## config.mk

```make
export PLATFORM = sky130hd
export DESIGN_NAME = apple1_kbd_fifo
export DESIGN_NICKNAME = d
export VERILOG_FILES = /design/src/rtl/apple1_pkg.sv /design/src/rtl/apple1_fifo_ram.sv /design/src/rtl/apple1_kbd_fifo.sv
export SDC_FILE = /design/constraint.sdc
export NUM_CORES = 1
export LEC_CHECK = 0
export CORE_MARGIN = 2
export CORE_UTILIZATION = 54
export CTS_CLUSTER_DIAMETER = 200
export DETAILED_ROUTE_END_ITERATION = 16
export PLACE_DENSITY = 0.76
export SYNTH_ARGS = -nofsm -noshare
export SYNTH_HDL_FRONTEND = slang
export SYNTH_SLANG_ARGS = --single-unit
```

## constraint.sdc

```tcl
create_clock -name sys_clock -period 2.24 [get_ports sys_clock]
set_input_delay 0.448 -clock sys_clock [delete_from_list [all_inputs] [get_ports sys_clock]]
set_output_delay 0.448 -clock sys_clock [all_outputs]
set_load 0.01 [all_outputs]
```

## src/rtl/apple1_pkg.sv

```systemverilog
// -----------------------------------------------------------------------------
// apple1_pkg
// Shared constants for the Apple-1 keyboard port pair at 0xD010 (KBD) and
// 0xD011 (KBDCR), and a small helper used by the keyboard type-ahead FIFO.
//
// Contents:
//   KBD_OFS / KBDCR_OFS   register offsets selected by the CPU address bit
//   KBDCR_*_BIT           status bit positions in KBDCR
//   KBD_STROBE_BIT        "new key" strobe bit in KBD
//   ascii_t               7-bit character type
//   rd_kind_e             decoded CPU-side access for the current cycle
//   fold_upper()          lower-case to upper-case ASCII folding
// -----------------------------------------------------------------------------
package apple1_pkg;

  localparam logic KBD_OFS   = 1'b0;
  localparam logic KBDCR_OFS = 1'b1;

  localparam int KBDCR_RDY_BIT  = 7;
  localparam int KBDCR_OVF_BIT  = 6;
  localparam int KBD_STROBE_BIT = 7;

  localparam int ASCII_W = 7;
  localparam int DATA_W  = 8;

  typedef logic [ASCII_W-1:0] ascii_t;

  // What the CPU is doing to the port pair in this cycle.
  typedef enum logic [1:0] {
    RD_NONE  = 2'd0,
    RD_KBD   = 2'd1,
    RD_KBDCR = 2'd2
  } rd_kind_e;

  // 'a'..'z' map to 'A'..'Z'; every other code passes unchanged.
  // The Apple-1 character ROM only has upper-case glyphs.
  function automatic ascii_t fold_upper(input ascii_t c);
    ascii_t r;
    r = c;
    if (c >= 7'h61 && c <= 7'h7A) begin
      r = c - 7'h20;
    end
    return r;
  endfunction

endpackage

```

## src/rtl/apple1_fifo_ram.sv

```systemverilog
// -----------------------------------------------------------------------------
// apple1_fifo_ram
// DEPTH x WIDTH storage for the keyboard type-ahead FIFO. Registered write
// port, asynchronous read port. Holds no control logic: pointers, occupancy
// and flags live in the parent.
//
// Ports:
//   clk      in   clock for the write port
//   wr_en    in   write strobe
//   wr_addr  in   AW-bit write address
//   wr_data  in   WIDTH-bit write data
//   rd_addr  in   AW-bit read address
//   rd_data  out  WIDTH-bit read data, combinational from rd_addr
// -----------------------------------------------------------------------------
module apple1_fifo_ram #(
  parameter  int DEPTH = 16,
  parameter  int WIDTH = 7,
  localparam int AW    = $clog2(DEPTH)
) (
  input  logic             clk,
  input  logic             wr_en,
  input  logic [AW-1:0]    wr_addr,
  input  logic [WIDTH-1:0] wr_data,
  input  logic [AW-1:0]    rd_addr,
  output logic [WIDTH-1:0] rd_data
);

  // Contents are never reset; the parent's count decides what is valid.
  logic [WIDTH-1:0] mem [DEPTH];

  always_ff @(posedge clk) begin
    if (wr_en) begin
      mem[wr_addr] <= wr_data;
    end
  end

  // Asynchronous read: the head character is available in the same cycle the
  // CPU read is decoded, so the parent can register it straight into dout.
  assign rd_data = mem[rd_addr];

endmodule

```

## src/rtl/apple1_kbd_fifo.sv

```systemverilog
// -----------------------------------------------------------------------------
// apple1_kbd_fifo
// Keyboard type-ahead buffer between the PS/2 scan-code decoder and the 6502
// keyboard port pair (KBD at 0xD010, KBDCR at 0xD011). Characters from the
// decoder are queued; the CPU sees PIA-like semantics with dout registered one
// enabled cycle after the read.
//
// Build option: define KBD_FIFO_UPCASE_EN to fold 'a'..'z' to 'A'..'Z' on push.
// Without it characters are stored exactly as received.
//
// Ports:
//   sys_clock  in   system clock (single domain)
//   reset_n    in   asynchronous active-low reset
//   key_valid  in   one-cycle strobe, key_ascii holds a new character
//   key_ascii  in   7-bit ASCII code
//   cpu_clken  in   CPU clock enable; qualifies every CPU-side action
//   cs         in   chip select for 0xD010-0xD011
//   address    in   0 = KBD, 1 = KBDCR
//   we         in   CPU write (ignored, writes have no effect)
//   dout       out  registered read data
//   count      out  occupancy, 0..DEPTH
//   full       out  count == DEPTH
// -----------------------------------------------------------------------------
module apple1_kbd_fifo
  import apple1_pkg::*;
#(
  parameter  int DEPTH = 16,
  localparam int AW    = $clog2(DEPTH)
) (
  input  logic              sys_clock,
  input  logic              reset_n,
  input  logic              key_valid,
  input  logic [6:0]        key_ascii,
  input  logic              cpu_clken,
  input  logic              cs,
  input  logic              address,
  input  logic              we,
  output logic [7:0]        dout,
  output logic [AW:0]       count,
  output logic              full
);

  localparam logic [AW:0]   FULL_COUNT = (AW+1)'(DEPTH);
  localparam logic [AW:0]   CNT_ONE    = (AW+1)'(1);
  localparam logic [AW-1:0] PTR_ONE    = AW'(1);

  // ---------------------------------------------------------------------------
  // State
  // ---------------------------------------------------------------------------
  logic [AW-1:0]     wr_ptr_q, wr_ptr_d;
  logic [AW-1:0]     rd_ptr_q, rd_ptr_d;
  logic [AW:0]       count_q,  count_d;
  logic              ovf_q,    ovf_d;
  logic [DATA_W-1:0] dout_q,   dout_d;

  // ---------------------------------------------------------------------------
  // Combinational helpers
  // ---------------------------------------------------------------------------
  rd_kind_e rd_kind;
  ascii_t   head;
  ascii_t   push_char;
  logic     empty;
  logic     is_full;
  logic     pop;
  logic     push_ok;
  logic     ovf_set;
  logic     ovf_clr;

  assign empty   = (count_q == '0);
  assign is_full = (count_q == FULL_COUNT);

  // Decode the CPU access. Writes and disabled cycles are no-ops.
  always_comb begin
    rd_kind = RD_NONE;
    if (cs && cpu_clken && !we) begin
      rd_kind = (address == KBDCR_OFS) ? RD_KBDCR : RD_KBD;
    end
  end

`ifdef KBD_FIFO_UPCASE_EN
  assign push_char = fold_upper(key_ascii);
`else
  assign push_char = key_ascii;
`endif

  // A pop needs something to pop. Because full implies non-empty, a push into
  // a full FIFO is accepted exactly when a KBD read frees a slot this cycle.
  // On an empty FIFO the read cannot pop, so the new character is simply
  // stored and shows up on the following read (no bypass path).
  assign pop     = (rd_kind == RD_KBD) && !empty;
  assign push_ok = key_valid && (!is_full || pop);
  assign ovf_set = key_valid && !push_ok;
  assign ovf_clr = (rd_kind == RD_KBDCR);

  // ---------------------------------------------------------------------------
  // Next-state logic
  // ---------------------------------------------------------------------------
  always_comb begin
    wr_ptr_d = wr_ptr_q;
    rd_ptr_d = rd_ptr_q;
    count_d  = count_q;

    // Pointers are AW bits wide, so they wrap modulo DEPTH on their own.
    if (push_ok) begin
      wr_ptr_d = wr_ptr_q + PTR_ONE;
    end
    if (pop) begin
      rd_ptr_d = rd_ptr_q + PTR_ONE;
    end

    case ({push_ok, pop})
      2'b10:   count_d = count_q + CNT_ONE;
      2'b01:   count_d = count_q - CNT_ONE;
      default: count_d = count_q;
    endcase
  end

  // A dropped character in the same cycle as a KBDCR read keeps the flag set,
  // so the CPU never misses an overflow that raced with its status read.
  always_comb begin
    ovf_d = ovf_q;
    if (ovf_clr) begin
      ovf_d = 1'b0;
    end
    if (ovf_set) begin
      ovf_d = 1'b1;
    end
  end

  // dout only changes on a read event and holds its value otherwise.
  always_comb begin
    dout_d = dout_q;
    case (rd_kind)
      RD_KBD: begin
        dout_d = '0;
        if (!empty) begin
          dout_d[KBD_STROBE_BIT] = 1'b1;
          dout_d[ASCII_W-1:0]    = head;
        end
      end
      RD_KBDCR: begin
        dout_d                = '0;
        dout_d[KBDCR_RDY_BIT] = !empty;
        dout_d[KBDCR_OVF_BIT] = ovf_q;
      end
      default: dout_d = dout_q;
    endcase
  end

  // ---------------------------------------------------------------------------
  // Registers
  // ---------------------------------------------------------------------------
  always_ff @(posedge sys_clock or negedge reset_n) begin
    if (!reset_n) begin
      wr_ptr_q <= '0;
      rd_ptr_q <= '0;
      count_q  <= '0;
      ovf_q    <= 1'b0;
      dout_q   <= '0;
    end else begin
      wr_ptr_q <= wr_ptr_d;
      rd_ptr_q <= rd_ptr_d;
      count_q  <= count_d;
      ovf_q    <= ovf_d;
      dout_q   <= dout_d;
    end
  end

  // ---------------------------------------------------------------------------
  // Storage
  // ---------------------------------------------------------------------------
  apple1_fifo_ram #(
    .DEPTH (DEPTH),
    .WIDTH (ASCII_W)
  ) u_ram (
    .clk     (sys_clock),
    .wr_en   (push_ok),
    .wr_addr (wr_ptr_q),
    .wr_data (push_char),
    .rd_addr (rd_ptr_q),
    .rd_data (head)
  );

  assign dout  = dout_q;
  assign count = count_q;
  assign full  = is_full;

endmodule

```

; ---- After elaboration in Yosys (flattened, before gate mapping)
; Memory sizes are Yosys's and may differ from the RTL's.
; Cells that the tools add are included.
[word_totals]
register_bits = 22
ram_bits = 112
inputBits = 14
out_inout_bits = 14
wordCells = 38
memories = 1
[mem_list]
columns = memory, depth, width, rd, rd_clocked_by_memory_dff, write_ports, line_no
row1 = u_ram.mem, 16, 7, 1, 0, 1, apple1_fifo_ram.sv:29  ; logic [WIDTH-1:0] mem [DEPTH];
[op_classes]
n_addsub = 4
n_eq_ne = 5
mux = 9
reduce_logical = 14
[ops]
columns = op, n
row1 = one-hot mux 8 bit (2 select lines), 1
row2 = one-hot mux 5 bit (2 select lines), 1
row3 = "adder 4 x 1 -> 4 bit, second input constant", 2
row4 = 2-to-1 mux 8 bit, 1
row5 = nonzero test 2 bit, 3
row6 = "adder 5 x 1 -> 5 bit, second input constant", 1
row7 = "== test 5 bit, second input constant", 1
row8 = logical AND 1 bit, 5
row9 = zero test 5 bit, 1
row10 = "subtractor 5 x 1 -> 5 bit, second input constant", 1
row11 = "== test 2 x 1 -> 1 bit, second input constant", 2
row12 = "== test 2 bit, second input constant", 2
row13 = zero test 1 bit, 4
row14 = 2-to-1 mux 1 bit, 4
row15 = 2-to-1 mux 2 bit, 2
row16 = logical OR 1 bit, 1

; ---- Longest topological paths before layout
[logic_depth]
depth_word = 10
mapped_depth = 12
mapped_depth_nobuf = 10

; ---- Cells and area by module
; Synthesis repeated with hierarchy kept, for this count alone.
[unflattened]
cells_unflattened = 313
area_unflattened_um2 = 5565.3
[by_module_without_submodules]
columns = module, n_inst, cells_each, area_each_um2, seq_area_each_um2
row1 = apple1_fifo_ram, 1, 196, 4390.5, 3363.2
row2 = apple1_kbd_fifo, 1, 117, 1174.9, 550.5

; ---- Worst setup path before layout
; OpenSTA, ideal clock, no wires.
[synth_timing]
path_type = input-to-reg
start = in address
end = reg count_q[4], in the netlist count[4]
setup_ns = 0.130
t_arrival_ns = 2.348
required_ns = 2.110
path_slack_ns = -0.238
cell_stages = 11
n_path_buf = 1
cell_sequence = nand4bb_1 -> a31oi_4 -> inv_2 -> ha_1 -> clkbuf_1 -> xor2_1 -> ha_1 -> o21a_1 -> o21ai_0 -> a22oi_1 -> xnor2_1
[synth_between]
elab_chain_len = 8
elab_cells_between_ends = 10
classes_between = eq/ne: 3 / mux: 3 / reduce/logical: 4
[synth_rtl]
columns = element, line_no
row1 = "start, declared", apple1_kbd_fifo.sv:36  ; input logic address,
row2 = 2-to-1 mux 2 bit *, apple1_kbd_fifo.sv:76  ; rd_kind = (address == KBDCR_OFS) ? RD_KBDCR : RD_KBD;
row3 = 2-to-1 mux 2 bit *, apple1_kbd_fifo.sv:75  ; if (cs && cpu_clken && !we) begin
row4 = == test 2 x 1 -> 1 bit *, apple1_kbd_fifo.sv:90  ; assign pop = (rd_kind == RD_KBD) && !empty;
row5 = logical AND 1 bit *, apple1_kbd_fifo.sv:90
row6 = logical OR 1 bit, apple1_kbd_fifo.sv:91  ; assign push_ok = key_valid && (!is_full || pop);
row7 = logical AND 1 bit, apple1_kbd_fifo.sv:91
row8 = == test 2 x 1 -> 1 bit or == test 2 bit (tied branches), apple1_kbd_fifo.sv:111  ; case ({push_ok, pop})
row9 = one-hot mux 5 bit (2 select lines) or nonzero test 2 bit (tied branches), n/a
row10 = "end signal, assigned", apple1_kbd_fifo.sv:163  ; count_q <= count_d;
row11 = "end, declared", apple1_kbd_fifo.sv:52  ; logic [AW:0] count_q, count_d;
; Every way passes the cells marked *; elsewhere a longest branch is shown, timed or not.
; A chain may end at the register's enable or synchronous reset.

; ---- Worst setup path after layout
[layout_timing]
start = reg count_q[2], in the netlist count[2]
end = reg count_q[4], in the netlist count[4]
[layout_between]
elab_chain_len = 7
elab_cells_between_ends = 13
classes_between = add/sub: 2 / eq/ne: 3 / mux: 1 / reduce/logical: 7
[layout_rtl]
columns = element, line_no
row1 = zero test 5 bit, apple1_kbd_fifo.sv:69  ; assign empty = (count_q == '0);
row2 = zero test 1 bit, apple1_kbd_fifo.sv:90
row3 = logical AND 1 bit, apple1_kbd_fifo.sv:90
row4 = logical OR 1 bit, apple1_kbd_fifo.sv:91
row5 = logical AND 1 bit, apple1_kbd_fifo.sv:91
row6 = == test 2 x 1 -> 1 bit or == test 2 bit (tied branches), apple1_kbd_fifo.sv:111
row7 = one-hot mux 5 bit (2 select lines) or nonzero test 2 bit (tied branches), n/a
; Several ways; a longest one is shown, not always the timed one.

==> summary.md <==
| Metric | Value |
|---|---|
| Warnings, synthesis | `0` |
| Synthesized Nets | `327` |
| Global-route wire length before repair | `17500 µm` |
| FF+latch count, synth | `134` |
| Utilization after layout | `69.2%` |
| Failing checks | `setup timing` |
| CTS tree | `built` |
| Commonest non-fill, non-tap cell in the layout | `edfxtp_1` |
| CP endpoint kind | `flop` |
| Vias in the first global route | `3208` |
| Worst skew pair latency | `0.52 ns` |
| Post-synth EDFFs | `112` |
| Total CTS buffers | `17` |
| Max layer used | `met4` |
| Final net count | `402` |
| Final Instance Count excl. Fillers | `525` |
| Detailed Route WL | `11000 µm` |
| Total GRT Usage | `21.8%` |
| Htree depth | `4` |
| Setup_tns | `-0.0287 ns` |
| CTS Hold Buffers Added | `0` |
| Post-synthesis cell type count | `44` |
| Routed wl met2 | `5770 µm` |
| Metal3 WL | `between 700 and 800 µm` |
| Core Area | `approximately 9800 µm²` |
| Psw | `2.54 mW` |
| Io pins | `28` |
| First-pass detailed-route iteration total | `5` |
| Pwr Total | `around 8 mW` |
| Period utilization | `101%` |
| Top FF cell, synth | `edfxtp_1` |
| Setup crit start kind | `flop` |
| Final Max Slew Viols | `0` |
| Clock Path Buffers | `2` |
| Dpl ws | `-0.489 ns` |
| # rows | `36` |
| Crit path kind | `flop to flop` |
| Clock Power Share | `31.0%` |
| DRT iter0 DRCs | `221` |
| Sequential area share after synthesis | `71.1%` |
| Final hold vios | `0` |
| CTS root buf | `clkbuf_8` |
| Sw Ratio | `30.9%` |
| WL/cell | `21.0 µm` |
| # clock sinks | `134` |
| Pwr Density | `1210 nW/µm²` |
| Syn Std Cell Area | `5510 µm²` |
| Post-DP HPWL | `~7300 µm` |
| Die ar. | `11000 µm²` |
| Ant. Diodes | `0` |
| Post-DRT Antenna Nets | `0` |
| Fmax | `441 MHz` |
| Internal Power | `5.69 mW` |
| Horiz. Die Dim | `~100 µm` |
| Initial antenna violation count | `0` |
| Largest net degree at the start of global routing | `33` |
| Placed instance count | `490` |
| Max-cap violation count | `0` |
| Required time of the critical path | `roughly 2.7 ns` |
| Sequential Power Share | `between 40% and 50%` |
| PortBufs | `27` |
| # DRC | `0` |
| Initial Utilization | `56.1%` |
| Layout cells sized above 1 | `28.6%` |
| Leakage power | `2.41 nW` |
| Final Skew | `between 0.008 and 0.009 ns` |
| Final Setup Violations | `1` |
| Synth Instances | `roughly 300` |
| Slew at the pin closest to its max-slew limit | `between 0.6 and 0.7 ns` |
| Total vias in the final route | `3041` |
| Critical path arrival | `about 2.7 ns` |
| Clock transition at path regs | `0.07 ns` |
| Post-synth ARST share | `16.4%` |
| Peak supply drop | `0.860 mV` |
| Avg Inst Size Synth | `between 15 and 20 µm²` |
| DR vias/cell | `5.79` |
| Gpl congestion | `0.897` |
| Most frequent cells in the layout | `edfxtp_1 (112), buf_4 (42), clkdlybuf4s50_1 (26)` |
| Comb power frac | `28.0%` |
| Crit-path max FO | `3` |
| RSZ-0062 raised after global routing | `yes` |
| Gr ovfl total | `0` |
| HP Class | `primary input to asynchronous set/reset pin` |
| R2R cell count | `12` |
| Worst slew margin | `58.6%` |
| Final setup margin | `-0.0287 ns` |
| Status | `finished, violations left` |
| Die height | `105 µm` |
| Met1 wire length | `4440 µm` |
| Layout area overhead | `23.3%` |
| Tmin final | `2.27 ns` |
## per-layer routing
layer / vias to the layer above / global-route usage (%)
met3: 12 / 6.55
li1: 1343 / -
met5: - / 0
met2: 112 / 37.6
met4: 0 / 6.76
met1: 1574 / 26.5
## cell type report
cell class	instances	area, µm²
flip-flops and latches	134	3920
clock inverters	14	135
well taps	133	166
inverters	7	26.3
clock buffers	18	418
repair buffers	71	612
multi-input cells	148	1520
fillers	629	3030
## what timing repair did
| action | in CTS | in global routing |
|---|---|---|
| pin swaps | 7 | 0 |
| endpoints found under the setup margin | 2 | 4 |
| buffers inserted | 3 | 0 |
| resized for setup | 5 | 1 |
## power by group through the flow
stage | logic [mW] | clock network (mW) | registers, mW
2_1_floorplan | 1.44 | 0 | 3.38
3_3_place_gp | 2.21 | 0 | 3.39
3_5_place_dp | 2.29 | 0 | 3.41
4_1_cts | 2.34 | 2.59 | 3.37
5_1_grt | 2.49 | 2.68 | 3.40
6_report | 2.31 | 2.55 | 3.37
## final timing paths
kind	from	to	slack [ns]
min in group sys_clock	dout[5]$_DFFE_PN0P_	dout[5]$_DFFE_PN0P_	0.51
max in group asynchronous	reset_n	rd_ptr_q[2]$_DFFE_PN0P_	1.71
worst min-delay path	reset_n	count[0]$_DFFE_PN0P_	0.27
worst min register to register	dout[5]$_DFFE_PN0P_	dout[5]$_DFFE_PN0P_	0.51
worst max-delay path	count[2]$_DFFE_PN0P_	count[4]$_DFFE_PN0P_	-0.03
worst max register to register	count[2]$_DFFE_PN0P_	count[4]$_DFFE_PN0P_	-0.03
## critical path, cell delays in order, from the launching register on
cell     delay, ns
dfrtp_1       0.40
nor4_4        0.29
buf_4         0.16
buf_6         0.11
a31oi_4       0.08
inv_2         0.09
ha_4          0.15
xor2_2        0.17
ha_2          0.22
o21a_1        0.13
o21ai_1       0.05
a22oi_1       0.21
xnor2_1       0.14
## cell usage after synthesis (5+ instances only)
cell	count	area [µm²]
nor2_1	18	67.6
nand2_1	17	63.8
clkbuf_1	6	22.5
dfrtp_1	22	551
xnor2_1	8	70.1
mux2i_1	14	140
ha_1	9	113
edfxtp_1	112	3360
mux4_2	25	563
o221ai_1	6	52.6
inv_1	6	22.5
nand2b_1	5	31.3
## per-stage QoR
stage	hold slack, ns	area (µm²)
after global routing	0.310	6790
after detailed placement	0.495	6210
after floorplan	0.152	5550
after global placement	0.468	6210
after CTS	0.267	6800
final	0.274	6790
## state kept, by name, summed over array words and instances, names as in the netlist
register / flops
wr_ptr_q: 4
ovf_q: 1
dout: 8
rd_ptr_q: 4
u_ram.mem: 112
count: 5
## cells by family after synthesis
family                   Yosys count  synth area share [%]
AO/OA/AOI/OAI                     28                  3.98
XOR/XNOR                          12                  1.91
adder cells (fa/ha/maj)            9                  2.05
buffers and inverters             22                  1.89
flip-flops                       134                  71.1
multiplexers                      44                  14.1
AND/OR/NAND/NOR                   55                  5.04
Note: power is estimated with default switching activity, not from simulation.
